[config.mk]
export PLATFORM = sky130hd
export DESIGN_NAME = port_arbiter
export DESIGN_NICKNAME = d
export VERILOG_FILES = /design/src/rtl/mpc_pkg.sv /design/src/rtl/rr_arbiter.sv /design/src/rtl/port_arbiter.sv
export SDC_FILE = /design/constraint.sdc
export NUM_CORES = 1
export LEC_CHECK = 0
export ABC_AREA = 1
export BUFFER_PORTS_ARGS = -buffer_cell sky130_fd_sc_hd__buf_2
export CELL_PAD_IN_SITES_DETAIL_PLACEMENT = 1
export CELL_PAD_IN_SITES_GLOBAL_PLACEMENT = 1
export CORE_ASPECT_RATIO = 0.9
export CORE_UTILIZATION = 41
export DETAILED_ROUTE_END_ITERATION = 12
export PLACE_DENSITY_LB_ADDON = 0.1
export SLEW_MARGIN = 25
export SYNTH_ARGS = -nofsm -noshare
export SYNTH_HDL_FRONTEND = slang
export SYNTH_SLANG_ARGS = --single-unit
[constraint.sdc]
create_clock -name i_clk -period 7.98 [get_ports i_clk]
set_input_delay 0.399 -clock i_clk [delete_from_list [all_inputs] [get_ports i_clk]]
set_output_delay 0.399 -clock i_clk [all_outputs]
set_load 0.01 [all_outputs]
[src/rtl/mpc_pkg.sv]
// mpc_pkg: shared definitions for the multi-port crossbar arbiters.
//   PORTNUM     - default number of requesting channels
//   ID_W        - width of a channel index
//   arb_state_e - per-output-port arbiter state
package mpc_pkg;
  localparam int PORTNUM = 16;
  localparam int ID_W    = $clog2(PORTNUM);

  typedef enum logic [1:0] {
    S_IDLE  = 2'd0,
    S_GRANT = 2'd1,
    S_BUSY  = 2'd2
  } arb_state_e;
endpackage

[src/rtl/rr_arbiter.sv]
// rr_arbiter: combinational round-robin pick.
//   req    [N-1:0]   request vector
//   ptr    [IDW-1:0] highest-priority index for this pick (must be < N)
//   winner [IDW-1:0] first set request at or after ptr, wrapping
//   valid            any request set
module rr_arbiter #(
  parameter int N   = 16,
  parameter int IDW = 4
) (
  input  logic [N-1:0]   req,
  input  logic [IDW-1:0] ptr,
  output logic [IDW-1:0] winner,
  output logic           valid
);
  always_comb begin
    logic [IDW:0]   sum;
    logic [IDW-1:0] idx;
    winner = '0;
    valid  = 1'b0;
    sum    = '0;
    idx    = '0;
    // Scan N positions starting at ptr; first hit wins.
    for (int k = 0; k < N; k++) begin
      sum = {1'b0, ptr} + (IDW+1)'(k);
      if (sum >= (IDW+1)'(N)) sum = sum - (IDW+1)'(N);
      idx = sum[IDW-1:0];
      if (!valid && req[idx]) begin
        valid  = 1'b1;
        winner = idx;
      end
    end
  end
endmodule

[src/rtl/port_arbiter.sv]
// port_arbiter: one output port's arbiter. Channels pulse i_req; one winner
// gets o_resp, every other requester gets o_nresp one cycle later. The winner
// holds the port until its eop beat (i_eop & i_data_vld), then the port frees.
//   i_clk, i_rst_n            clock, async active-low reset
//   i_req/i_data_vld/i_eop    per-channel request pulse, data strobe, eop
//   o_resp/o_nresp            grant / reject pulses (registered)
//   o_ready                   port idle
//   o_grant_id                current or last winner
//   o_pkt_done/o_timeout      release pulses (normal / forced)
// Optional: define ARB_TIMEOUT_EN to force release after TIMEOUT idle BUSY
// cycles; otherwise o_timeout is tied low and no counter exists.
module port_arbiter #(
  parameter int PORTNUM = mpc_pkg::PORTNUM,
  parameter int TIMEOUT = 1024
) (
  input  logic                       i_clk,
  input  logic                       i_rst_n,
  input  logic [PORTNUM-1:0]         i_req,
  input  logic [PORTNUM-1:0]         i_data_vld,
  input  logic [PORTNUM-1:0]         i_eop,
  output logic [PORTNUM-1:0]         o_resp,
  output logic [PORTNUM-1:0]         o_nresp,
  output logic                       o_ready,
  output logic [$clog2(PORTNUM)-1:0] o_grant_id,
  output logic                       o_pkt_done,
  output logic                       o_timeout
);
  import mpc_pkg::*;

  localparam int IDW = $clog2(PORTNUM);

  arb_state_e           state_q, state_d;
  logic [IDW-1:0]       rr_ptr;
  logic [IDW-1:0]       win;
  logic                 win_vld;
  logic [PORTNUM-1:0]   win_oh;
  logic                 grant_go, rel_eop, rel_to;
  logic                 own_vld, own_eop;

  rr_arbiter #(.N(PORTNUM), .IDW(IDW)) u_rr (
    .req    (i_req),
    .ptr    (rr_ptr),
    .winner (win),
    .valid  (win_vld)
  );

  assign win_oh  = {{(PORTNUM-1){1'b0}}, 1'b1} << win;
  assign own_vld = i_data_vld[o_grant_id];
  assign own_eop = i_eop[o_grant_id];

`ifdef ARB_TIMEOUT_EN
  logic [15:0] idle_cnt;
  logic        to_q;
  logic        to_hit;

  // A beat from the owner in the last allowed cycle still counts as activity.
  assign to_hit = (idle_cnt == 16'(TIMEOUT-1)) && !own_vld;

  always_ff @(posedge i_clk or negedge i_rst_n) begin
    if (!i_rst_n)                                idle_cnt <= '0;
    else if (state_q == S_GRANT)                 idle_cnt <= '0;
    else if (state_q == S_BUSY && own_vld)       idle_cnt <= '0;
    else if (state_q == S_BUSY)                  idle_cnt <= idle_cnt + 16'd1;
  end

  always_ff @(posedge i_clk or negedge i_rst_n) begin
    if (!i_rst_n) to_q <= 1'b0;
    else          to_q <= rel_to;
  end
  assign o_timeout = to_q;
`else
  assign o_timeout = 1'b0;
`endif

  always_comb begin
    state_d  = state_q;
    grant_go = 1'b0;
    rel_eop  = 1'b0;
    rel_to   = 1'b0;
    case (state_q)
      S_IDLE: begin
        if (win_vld) begin
          grant_go = 1'b1;
          state_d  = S_GRANT;
        end
      end
      S_GRANT: state_d = S_BUSY;
      S_BUSY: begin
        if (own_eop && own_vld) begin
          rel_eop = 1'b1;
          state_d = S_IDLE;
        end
`ifdef ARB_TIMEOUT_EN
        else if (to_hit) begin
          rel_to  = 1'b1;
          state_d = S_IDLE;
        end
`endif
      end
      default: state_d = S_IDLE;
    endcase
  end

  always_ff @(posedge i_clk or negedge i_rst_n) begin
    if (!i_rst_n) state_q <= S_IDLE;
    else          state_q <= state_d;
  end

  // Every sampled request is answered next cycle: rejected by default,
  // granted only for the winner of an IDLE-cycle pick.
  always_ff @(posedge i_clk or negedge i_rst_n) begin
    if (!i_rst_n) begin
      rr_ptr     <= '0;
      o_resp     <= '0;
      o_nresp    <= '0;
      o_ready    <= 1'b1;
      o_grant_id <= '0;
      o_pkt_done <= 1'b0;
    end else begin
      o_resp     <= '0;
      o_nresp    <= i_req;
      o_ready    <= (state_d == S_IDLE);
      o_pkt_done <= rel_eop;
      if (grant_go) begin
        o_resp     <= win_oh;
        o_nresp    <= i_req & ~win_oh;
        o_grant_id <= win;
        rr_ptr     <= (win == IDW'(PORTNUM-1)) ? '0 : win + 1'b1;
      end
    end
  end
endmodule

==> flow_metrics.tcl <==
set metrics [dict create \
    yosysTopAreaCellShare_pct 29.30 \
    initial_core_util_pct 42.46 \
    fin_skew_ns 0.01182 \
    synth_simple_gate_area_share_pct 45.21 \
    drive_above_1_share_pct 23.73 \
    clock_path_buffers 2 \
    synth_nets 611 \
    netlist_area_sq_um 3672 \
    hpwlAfterDp_um 10450 \
    r2r_slack_ns 2.63 \
    min_path_type "input pin to async pin" \
    synth-edff-count 0 \
    wire_per_inst_um 17.28 \
    syn_avg_cell_area_sq_um 6.701 \
    yosys.area.top_type "dfrtp_1" \
    arrival_ns 5.55 \
    ys_async_sr_fraction_pct 100.0 \
    tritoncts "built" \
    relSlewSlack_pct 32.84 \
    gp_congestion 0.9636 \
    worstMarginPinSlew_ns 1.000 \
    postSynthCellCount 548 \
    hold_violations 0 \
    cts.clk_slew.worst_paths_ns 0.08 \
    vias 3999 \
    hold_buffers 0 \
    synth_top_family_by_area "simple AND/OR/NAND/NOR gates" \
    ys_warn_count 0 \
    numPortBuffers 87 \
    cts_buffers 5 \
    synth-compound-area-share_pct 8.245 \
    antenna_found_initial 0 \
    dr.first_iter.drc_count 138 \
    status "finished, final reports clean" \
    finalSetupViolCount 0 \
    dieArea_sq_um 9340 \
    yosysSeqAreaShare_pct 30.02 \
    final_max_slew_viol_count 0 \
    fin_nets 690 \
    post_cts_resized 0 \
    netlist-cell-type-count 41 \
    ant_nets 0 \
    drc 0 \
    first_global_vias 4175 \
    grt_max_degree 45 \
    grt_pass1_wl_um 21080 \
    rsz0062_at_grt "no" \
    h-tree-depth 2 \
    grt_usage_pct 29.60 \
    fillers 1212 \
    syn_to_final_growth_pct 16.22 \
    viasPerCell 5.353 \
    synth_ff_type "dfrtp_1" \
    drv_cap 0 \
    die_x_um 101.8 \
    clk_latency_ns 0.30 \
    yosys-top-cells-area "dfrtp_1 (29%), nand2_1 (15%), nand3_1 (13%)" \
    fin_util_pct 49.35 \
    required_ns 8.18 \
    crit_fanout 22 \
    finalCritPeriodShare_pct 67.09 \
    routed_wl_um 12910 \
    ys_ff_latch 44 \
    critPathKind "flop to flop" \
    cts_sinks 44 \
    pin_count 89 \
    cts-root-buf "clkbuf_8" \
    endpoint_kind "flop" \
    worst_setup_path_start_kind "flop" \
    drt_pass1_iterations 4 \
    postCtsSetupRepairBufs 0 \
    fp.coreArea_sq_um 8648 \
    synthAdderAreaFrac_pct 4.429 \
    min_period_ns 5.354 \
    fp-row-count 32 \
    totalNegativeSetupSlack_ns 0 \
    synthXorXnorAreaFrac_pct 2.794 \
    grt-ovfl-total 0 \
    synth.mux.area_fraction_pct 0 \
    die_h_um 91.79 \
    diodes 0 \
    fmax_mhz 186.8 \
]
-- registers in the layout, indices dropped and copies added, names as in the netlist --
signal,flops
state_q,2
o_grant_id,4
o_nresp,16
o_pkt_done,1
o_ready,1
rr_ptr,4
o_resp,16
-- logic make-up (layout without fill, tap and decap cells) --
logic type | count (synthesis) | in the layout
AND/OR/NAND/NOR | 348 | 348
flip-flops | 44 | 44
buffers and inverters | 78 | 158
AO/OA/AOI/OAI | 54 | 54
adder cells (fa/ha/maj) | 13 | 13
other | 1 | 1
XOR/XNOR | 10 | 10
-- worst max-delay path, cell delays in order, from the launching register on --
cell and delay, ns:
dfrtp_1 0.82, inv_2 0.33, ha_1 0.58, inv_1 0.43, nand3_1 0.18, nand3_1 0.16
nand3_1 0.11, nand2_2 0.15, nand4_4 0.14, nor2_4 0.19, nand4_2 0.14, nor2_2 0.18
nand4_2 0.14, nor2_4 0.22, nand4_4 0.17, nand3_1 0.12, o21ai_0 0.21, inv_1 0.20
ha_1 0.25, ha_1 0.17, inv_1 0.07, o21ai_0 0.21, inv_1 0.06
-- cell type report --
cell class / count / area, sq um / area share (%)
Clock buffer: 6 / 72.57 / 1.700
Timing Repair Buffer: 87 / 437.9 / 10.26
Clock inverter: 2 / 35.03 / 0.8209
Tap cell: 119 / 148.9 / 3.489
Sequential cell: 44 / 1102 / 25.83
Inverter: 63 / 239.0 / 5.600
Multi-Input combinational cell: 426 / 2232 / 52.30
-- worst paths after layout --
path,start,to,cells after the start
max in group asynchronous,i_rst_n,o_resp[0]$_DFF_PN0_,1
min in group i_clk,i_req[2],o_nresp[2]$_DFF_PN0_,3
hold / removal,i_rst_n,state_q[0]$_DFF_PN0_,1
setup / recovery,rr_ptr[0]$_DFFE_PN0P_,o_nresp[3]$_DFF_PN0_,22
hold reg to reg,state_q[1]$_DFF_PN0_,state_q[1]$_DFF_PN0_,1
setup reg to reg,rr_ptr[0]$_DFFE_PN0P_,o_nresp[3]$_DFF_PN0_,22
-- synth_stat cells, types with 2 or more instances --
master,instances
a21oi_1,26
a221oi_1,2
buf_2,7
buf_4,3
buf_6,3
clkbuf_1,2
dfrtp_1,43
ha_1,13
inv_1,55
inv_2,6
nand2_1,149
nand2_2,7
nand3_1,95
nand4_1,9
nand4_2,3
nand4_4,2
nor2_1,49
nor2_2,17
nor2_4,4
o21a_1,2
o21ai_0,14
o21ai_1,7
or2_2,5
xnor2_1,2
xor2_1,6
xor2_2,2
-- cells in the final DEF, fill, tap and decap left out, types with 6 or more instances in the layout --
master / n
a21oi_1: 26
buf_2: 86
dfrtp_1: 43
ha_1: 13
inv_1: 55
inv_2: 6
nand2_1: 149
nand2_2: 7
nand3_1: 95
nand4_1: 9
nor2_1: 49
nor2_2: 17
o21ai_0: 14
o21ai_1: 7
xor2_1: 6
-- metal layers --
layer,track usage (%),part of all wire (%)
met1,39.68,47
met5,0,0
met3,3.887,4.2
met2,50.23,47
met4,6.643,1.6
-- through the flow --
stage | cells | hold slack, ns | cell area (sq um) | setup WS, ns
final | 747 | 0.08820 | 4268 | 2.626
after global routing | 747 | 0.1256 | 4268 | 2.190
after CTS | 747 | 0.2936 | 4265 | 2.748
after detailed placement | 739 | 0.5061 | 4158 | 2.801
after global placement | 739 | 0.4841 | 4158 | 3.110
after floorplan | 548 | 0.1034 | 3672 | 4.321
Power is not shown: default switching activity piles up to over one toggle a cycle in this logic, so the estimate is an artifact.
